[src/rtl/oled_arb_pkg.sv]
// Shared definitions for the OLED frame arbiter: FSM encodings, black pixel
// value and the frames_held saturation limit with its increment helper.
package oled_arb_pkg;

  typedef logic [1:0] arb_state_t;

  localparam arb_state_t ST_IDLE  = 2'd0;
  localparam arb_state_t ST_HOLD  = 2'd1;
  localparam arb_state_t ST_BLANK = 2'd2;

  localparam logic [15:0] PIX_BLACK  = 16'h0000;
  localparam logic [7:0]  FRAMES_SAT = 8'd255;

  function automatic logic [7:0] frames_sat_inc(input logic [7:0] v);
    return (v == FRAMES_SAT) ? v : v + 8'd1;
  endfunction

endpackage

[src/rtl/oled_frame_arbiter_rr_picker.sv]
// Combinational round-robin search: nearest requester after grant_idx,
// wrapping around, never returning grant_idx itself.
module rr_picker #(
  parameter int N_SRC = 4,
  parameter int IDX_W = $clog2(N_SRC)
) (
  input  logic [N_SRC-1:0] req,
  input  logic [IDX_W-1:0] grant_idx,
  output logic [IDX_W-1:0] cand_idx,
  output logic             cand_valid
);

  // Walk from the farthest offset down so the nearest requester wins last.
  always_comb begin
    cand_idx   = '0;
    cand_valid = 1'b0;
    for (int k = N_SRC - 1; k >= 1; k--) begin
      if (req[(int'(grant_idx) + k) % N_SRC]) begin
        cand_valid = 1'b1;
        cand_idx   = IDX_W'((int'(grant_idx) + k) % N_SRC);
      end
    end
  end

endmodule

[src/rtl/oled_frame_arbiter.sv]
// Frame-synchronous round-robin arbiter sharing the OLED pixel input among renderers.
// Optional macro ARB_BLANK_EN inserts one black frame after every grant change.
module oled_frame_arbiter #(
  parameter int N_SRC       = 4,
  parameter int PIX_W       = 16,
  parameter int MIN_FRAMES  = 2,
  parameter int DEFAULT_SRC = 0
) (
  input  logic                       CLK,
  input  logic                       reset,
  input  logic                       frame_begin,
  input  logic [N_SRC-1:0]           req,
  input  logic [N_SRC*PIX_W-1:0]     src_pixel,
  output logic [PIX_W-1:0]           pixel_data,
  output logic [N_SRC-1:0]           grant,
  output logic [$clog2(N_SRC)-1:0]   grant_idx,
  output logic                       switch_pulse,
  output logic [7:0]                 frames_held
);
  import oled_arb_pkg::*;

  localparam int IDX_W = $clog2(N_SRC);
  localparam int MIN_EFF = (MIN_FRAMES < 1) ? 1 : MIN_FRAMES;
  localparam logic [IDX_W-1:0] DEF_IDX = IDX_W'(DEFAULT_SRC);

  arb_state_t       state_q, state_d;
  logic [IDX_W-1:0] grant_idx_q, grant_idx_d;
  logic [7:0]       frames_held_q, frames_held_d;
  logic             switch_pulse_q, switch_pulse_d;

  logic [IDX_W-1:0] cand_idx;
  logic             cand_valid;
  logic [8:0]       done;
  logic             min_met;
  logic             go_switch;
  logic             to_idle;
  logic [IDX_W-1:0] new_idx;

`ifdef ARB_BLANK_EN
  logic blank_idle_q, blank_idle_d;
`endif

  rr_picker #(.N_SRC(N_SRC), .IDX_W(IDX_W)) u_picker (
    .req        (req),
    .grant_idx  (grant_idx_q),
    .cand_idx   (cand_idx),
    .cand_valid (cand_valid)
  );

  assign done    = {1'b0, frames_held_q} + 9'd1;
  assign min_met = (done >= 9'(MIN_EFF));

  // All decisions happen only on frame_begin so the display never tears.
  always_comb begin
    state_d        = state_q;
    grant_idx_d    = grant_idx_q;
    frames_held_d  = frames_held_q;
    switch_pulse_d = 1'b0;
    go_switch      = 1'b0;
    to_idle        = 1'b0;
    new_idx        = grant_idx_q;
`ifdef ARB_BLANK_EN
    blank_idle_d   = blank_idle_q;
`endif
    if (frame_begin) begin
      case (state_q)
        ST_IDLE: begin
          if (req != '0) begin
            if (cand_valid) begin
              new_idx   = cand_idx;
              go_switch = 1'b1;
            end else begin
              state_d = ST_HOLD;
            end
          end
        end
        ST_HOLD: begin
          if (req == '0) begin
            if (grant_idx_q != DEF_IDX) begin
              new_idx   = DEF_IDX;
              to_idle   = 1'b1;
              go_switch = 1'b1;
            end else begin
              state_d       = ST_IDLE;
              frames_held_d = '0;
            end
          end else if (cand_valid && (!req[grant_idx_q] || min_met)) begin
            new_idx   = cand_idx;
            go_switch = 1'b1;
          end else begin
            frames_held_d = frames_sat_inc(frames_held_q);
          end
        end
`ifdef ARB_BLANK_EN
        ST_BLANK: begin
          state_d = blank_idle_q ? ST_IDLE : ST_HOLD;
        end
`endif
        default: state_d = ST_IDLE;
      endcase
    end

    if (go_switch) begin
      grant_idx_d    = new_idx;
      frames_held_d  = '0;
      switch_pulse_d = 1'b1;
`ifdef ARB_BLANK_EN
      state_d        = ST_BLANK;
      blank_idle_d   = to_idle;
`else
      state_d        = to_idle ? ST_IDLE : ST_HOLD;
`endif
    end
  end

  always_ff @(posedge CLK or posedge reset) begin
    if (reset) begin
      state_q        <= ST_IDLE;
      grant_idx_q    <= DEF_IDX;
      frames_held_q  <= '0;
      switch_pulse_q <= 1'b0;
    end else begin
      state_q        <= state_d;
      grant_idx_q    <= grant_idx_d;
      frames_held_q  <= frames_held_d;
      switch_pulse_q <= switch_pulse_d;
    end
  end

`ifdef ARB_BLANK_EN
  always_ff @(posedge CLK or posedge reset) begin
    if (reset) begin
      blank_idle_q <= 1'b0;
    end else begin
      blank_idle_q <= blank_idle_d;
    end
  end
`endif

  always_comb begin
    grant              = '0;
    grant[grant_idx_q] = 1'b1;
  end

  always_comb begin
    pixel_data = src_pixel[int'(grant_idx_q)*PIX_W +: PIX_W];
`ifdef ARB_BLANK_EN
    if (state_q == ST_BLANK) begin
      pixel_data = PIX_W'(PIX_BLACK);
    end
`endif
  end

  assign grant_idx    = grant_idx_q;
  assign switch_pulse = switch_pulse_q;
  assign frames_held  = frames_held_q;

endmodule

[config.mk]
export PLATFORM = sky130hd
export DESIGN_NAME = oled_frame_arbiter
export DESIGN_NICKNAME = d
export VERILOG_FILES = /design/src/rtl/oled_arb_pkg.sv /design/src/rtl/oled_frame_arbiter_rr_picker.sv /design/src/rtl/oled_frame_arbiter.sv
export SDC_FILE = /design/constraint.sdc
export NUM_CORES = 1
export LEC_CHECK = 0
export BUFFER_PORTS_ARGS = -buffer_cell sky130_fd_sc_hd__buf_2
export CORE_MARGIN = 1.5
export CORE_UTILIZATION = 45
export DETAILED_ROUTE_END_ITERATION = 7
export PLACE_DENSITY = 0.93
export SETUP_SLACK_MARGIN = 0.4
export SYNTH_ARGS = -nofsm -noshare
export SYNTH_HDL_FRONTEND = slang
export SYNTH_SLANG_ARGS = --single-unit
[constraint.sdc]
create_clock -name CLK -period 5.29 [get_ports CLK]
set_input_delay 1.058 -clock CLK [delete_from_list [all_inputs] [get_ports CLK]]
set_output_delay 1.058 -clock CLK [all_outputs]
set_load 0.005 [all_outputs]
==> flow_summary.yaml <==
status:
  outcome: "finished, final reports clean"
drt:
  wirelength_met1_mm: 1.75
  viasPerCell: 5.86
  firstDrtPassIters: 4
  dr_wl_met2_mm: 2.35
  top_layer_used: "met4"
  via_count: 1646
  drt_iter0_markers: 85
  wl_per_cell_um: 16.0
  ant_nets: 0
  drc: 0
  wirelength_mm: 4.50
  route.met3.wl_um: 354
timing:
  setup_violations: 0
  slew_violations: 0
  worst_slew_pin_slew_ns: 0.909
  min_period_ns: 3.24
  post-route-period-util_pct: 61.3
  fmax_ghz: 0.308
  rsz0062_at_grt: "false"
  setup_ws_ns: 2.05
  skew_ns: 0.00250
  relSlewSlack_pct: 39.4
  setup_tns_ns: 0
  hold_viol_final: 0
clock_tree:
  postCtsSetupRepairBufs: 0
  cts_resized: 0
  cts_root_buf: "clkbuf_4"
  cts_tree: "done"
  clock_sinks: 12
  hold_buffers: 0
  cts_buffers: 3
  path_clk_slew_ns: 0.08
  clockBufferDepth: 2
  cts_htree_levels: 1
  clock_latency_ns: 0.27
grt:
  grt_pass1_wl_mm: 7.19
  grt_pass1_vias: 1524
  antenna_found_initial: 0
  grt_overflow_total: 0
  track_usage_pct: 25.7
  grt_max_degree: 26
worst_setup_path:
  slowest_delay_ns: 0.83
  critPathArrivalTime_ns: 2.19
  crit_buf_inv: 2
  cp_top_family: "flip-flops"
  crit_chain: "buf_4, mux4_2, buf_2"
  end_kind: "output port"
  path_class: "reg -> out"
  crit_required_ns: 4.23
  crit_slowest_cell: "dfrtp_1"
  cp.depth: 3
  path_max_fanout: 19
  rr_worst_depth: 8
  crit_path_start_kind: "flop"
die:
  die_area_mm2: 0.00367
  core_mm2: 0.00310
  num_rows: 20
  die_w_um: 60.5
  io_pins: 102
  initial_utilization_pct: 48.0
  die_h_um: 60.5
place:
  io_buffer_count: 101
  place_ws_ns: 2.24
  gp_congestion: 0.846
  dp_hpwl_mm: 3.66
logic_synthesis:
  syn-num-nets: 219
  synth-edff-count: 0
  ys_warn_count: 0
  synthFlopType: "dfrtp_1"
  ys_seq_area_share_pct: 20.2
  syn_area_per_cell_um2: 10.5
  synth_area_mm2: 0.00149
  ys_ff_latch: 12
  async_flop_share_pct: 100
  netlist_instances: 142
  synth_cell_type_count: 46
job:
  maxCapViolCount: 0
finish:
  nFillCells: 253
  drive_gt1_share_pct: 57.0
  layout_common_cells: "buf_2 (101), mux4_2 (17), dfrtp_1 (12)"
  antenna_cells: 0
  area_growth_pct: 36.4
  fin_nets: 315
  mostFrequentLayoutCell: "buf_2"
pwr:
  power_density_mw_per_mm2: 382
  peakVddDrop_mv: 0.279
  p_leak_nw: 0.929
hold_path:
  holdCritPathClass: "reg -> reg"
  whs_path_depth: 3
flip-flops by register name, indices dropped and copies added, names as in the netlist:
signal	cells
frames_held	8
grant_idx	2
state_q	1
switch_pulse	1
power by group:
group / leakage, nW / switching, mW / internal [mW]
clock: 0.0210 / 0.0324 / 0.0418
sequential: 0.157 / 0.0687 / 0.108
combinational: 0.752 / 0.239 / 0.286
total: 0.929 / 0.340 / 0.437
synth_stat cells (2+ instances only):
| library cell | n | area (um2) |
|---|---|---|
| nand4_1 | 4 | 25.0 |
| a21oi_1 | 5 | 25.0 |
| mux2i_1 | 3 | 30.0 |
| buf_6 | 2 | 22.5 |
| and3_1 | 2 | 12.5 |
| nand2_1 | 9 | 33.8 |
| nor3_1 | 5 | 25.0 |
| a31oi_1 | 3 | 18.8 |
| o21ai_1 | 3 | 15.0 |
| ha_1 | 6 | 75.1 |
| buf_2 | 3 | 15.0 |
| o211ai_1 | 3 | 22.5 |
| o31ai_1 | 2 | 15.0 |
| a311oi_1 | 2 | 17.5 |
| o21ai_0 | 6 | 30.0 |
| clkbuf_1 | 3 | 11.3 |
| nand3_1 | 4 | 20.0 |
| dfrtp_1 | 12 | 300 |
| buf_1 | 2 | 7.51 |
| nor2_1 | 8 | 30.0 |
| o22ai_1 | 4 | 25.0 |
| inv_1 | 9 | 33.8 |
| xnor2_1 | 3 | 26.3 |
| mux4_2 | 17 | 383 |
final cells by class:
type                       count  area (um2)  area share [%]
clock buffer                   4        36.3            1.78
inverter                       9        33.8            1.66
multi-input combinational    110        1090            53.8
sequential                    12         300            14.8
tap                           44        55.1            2.71
timing repair buffer         102         513            25.2
layer usage:
layer  vias to the layer above  track usage (%)
li1                        755                -
met1                       799             34.1
met2                        84             44.7
met3                         8             3.84
met4                         0             5.90
met5                         -                0
path summary, 6_finish.rpt:
| check | start | to | slack (ns) |
|---|---|---|---|
| max in group asynchronous | reset | frames_held[4] | 4.18 |
| worst min register to register | frames_held[7] | frames_held[7] | 0.60 |
| min in group asynchronous | reset | frames_held[6] | 0.79 |
| worst max-delay path | grant_idx[0] | pixel_data[2] | 2.05 |
| worst min-delay path | frames_held[7] | frames_held[7] | 0.60 |
| worst max register to register | grant_idx[0] | frames_held[4] | 2.36 |
through the flow:
stage,hold WS (ns),cells,cell area [um2],util (%),power (mW)
floorplan,0.577,142,1490,-,0.527
global placement,0.588,277,2000,64.4,0.686
detailed placement,0.589,277,2000,64.4,0.699
CTS,0.601,281,2030,65.5,0.778
global route,0.635,281,2030,65.5,0.841
finish,0.598,281,2030,65.5,0.777
worst register-to-register path, stage by stage, from the launching register on:
cell and delay, ns:
dfrtp_1 0.83, buf_4 0.39, mux4_2 0.54, nand4b_1 0.14, a21oi_2 0.09, a31oi_4 0.40
nor2_8 0.07, a21o_1 0.17, a32o_1 0.19
cell families (layout without fill, tap and decap cells):
group | Yosys count | count (layout) | share of synthesized area (%)
AND/OR/NAND/NOR | 41 | 41 | 17.6
AO/OA/AOI/OAI | 39 | 39 | 20.6
multiplexers | 21 | 21 | 28.5
adder cells (fa/ha/maj) | 6 | 6 | 5.04
buffers and inverters | 20 | 115 | 6.38
flip-flops | 12 | 12 | 20.2
XOR/XNOR | 3 | 3 | 1.76
No activity file was read; power rests on OpenSTA's default activity.
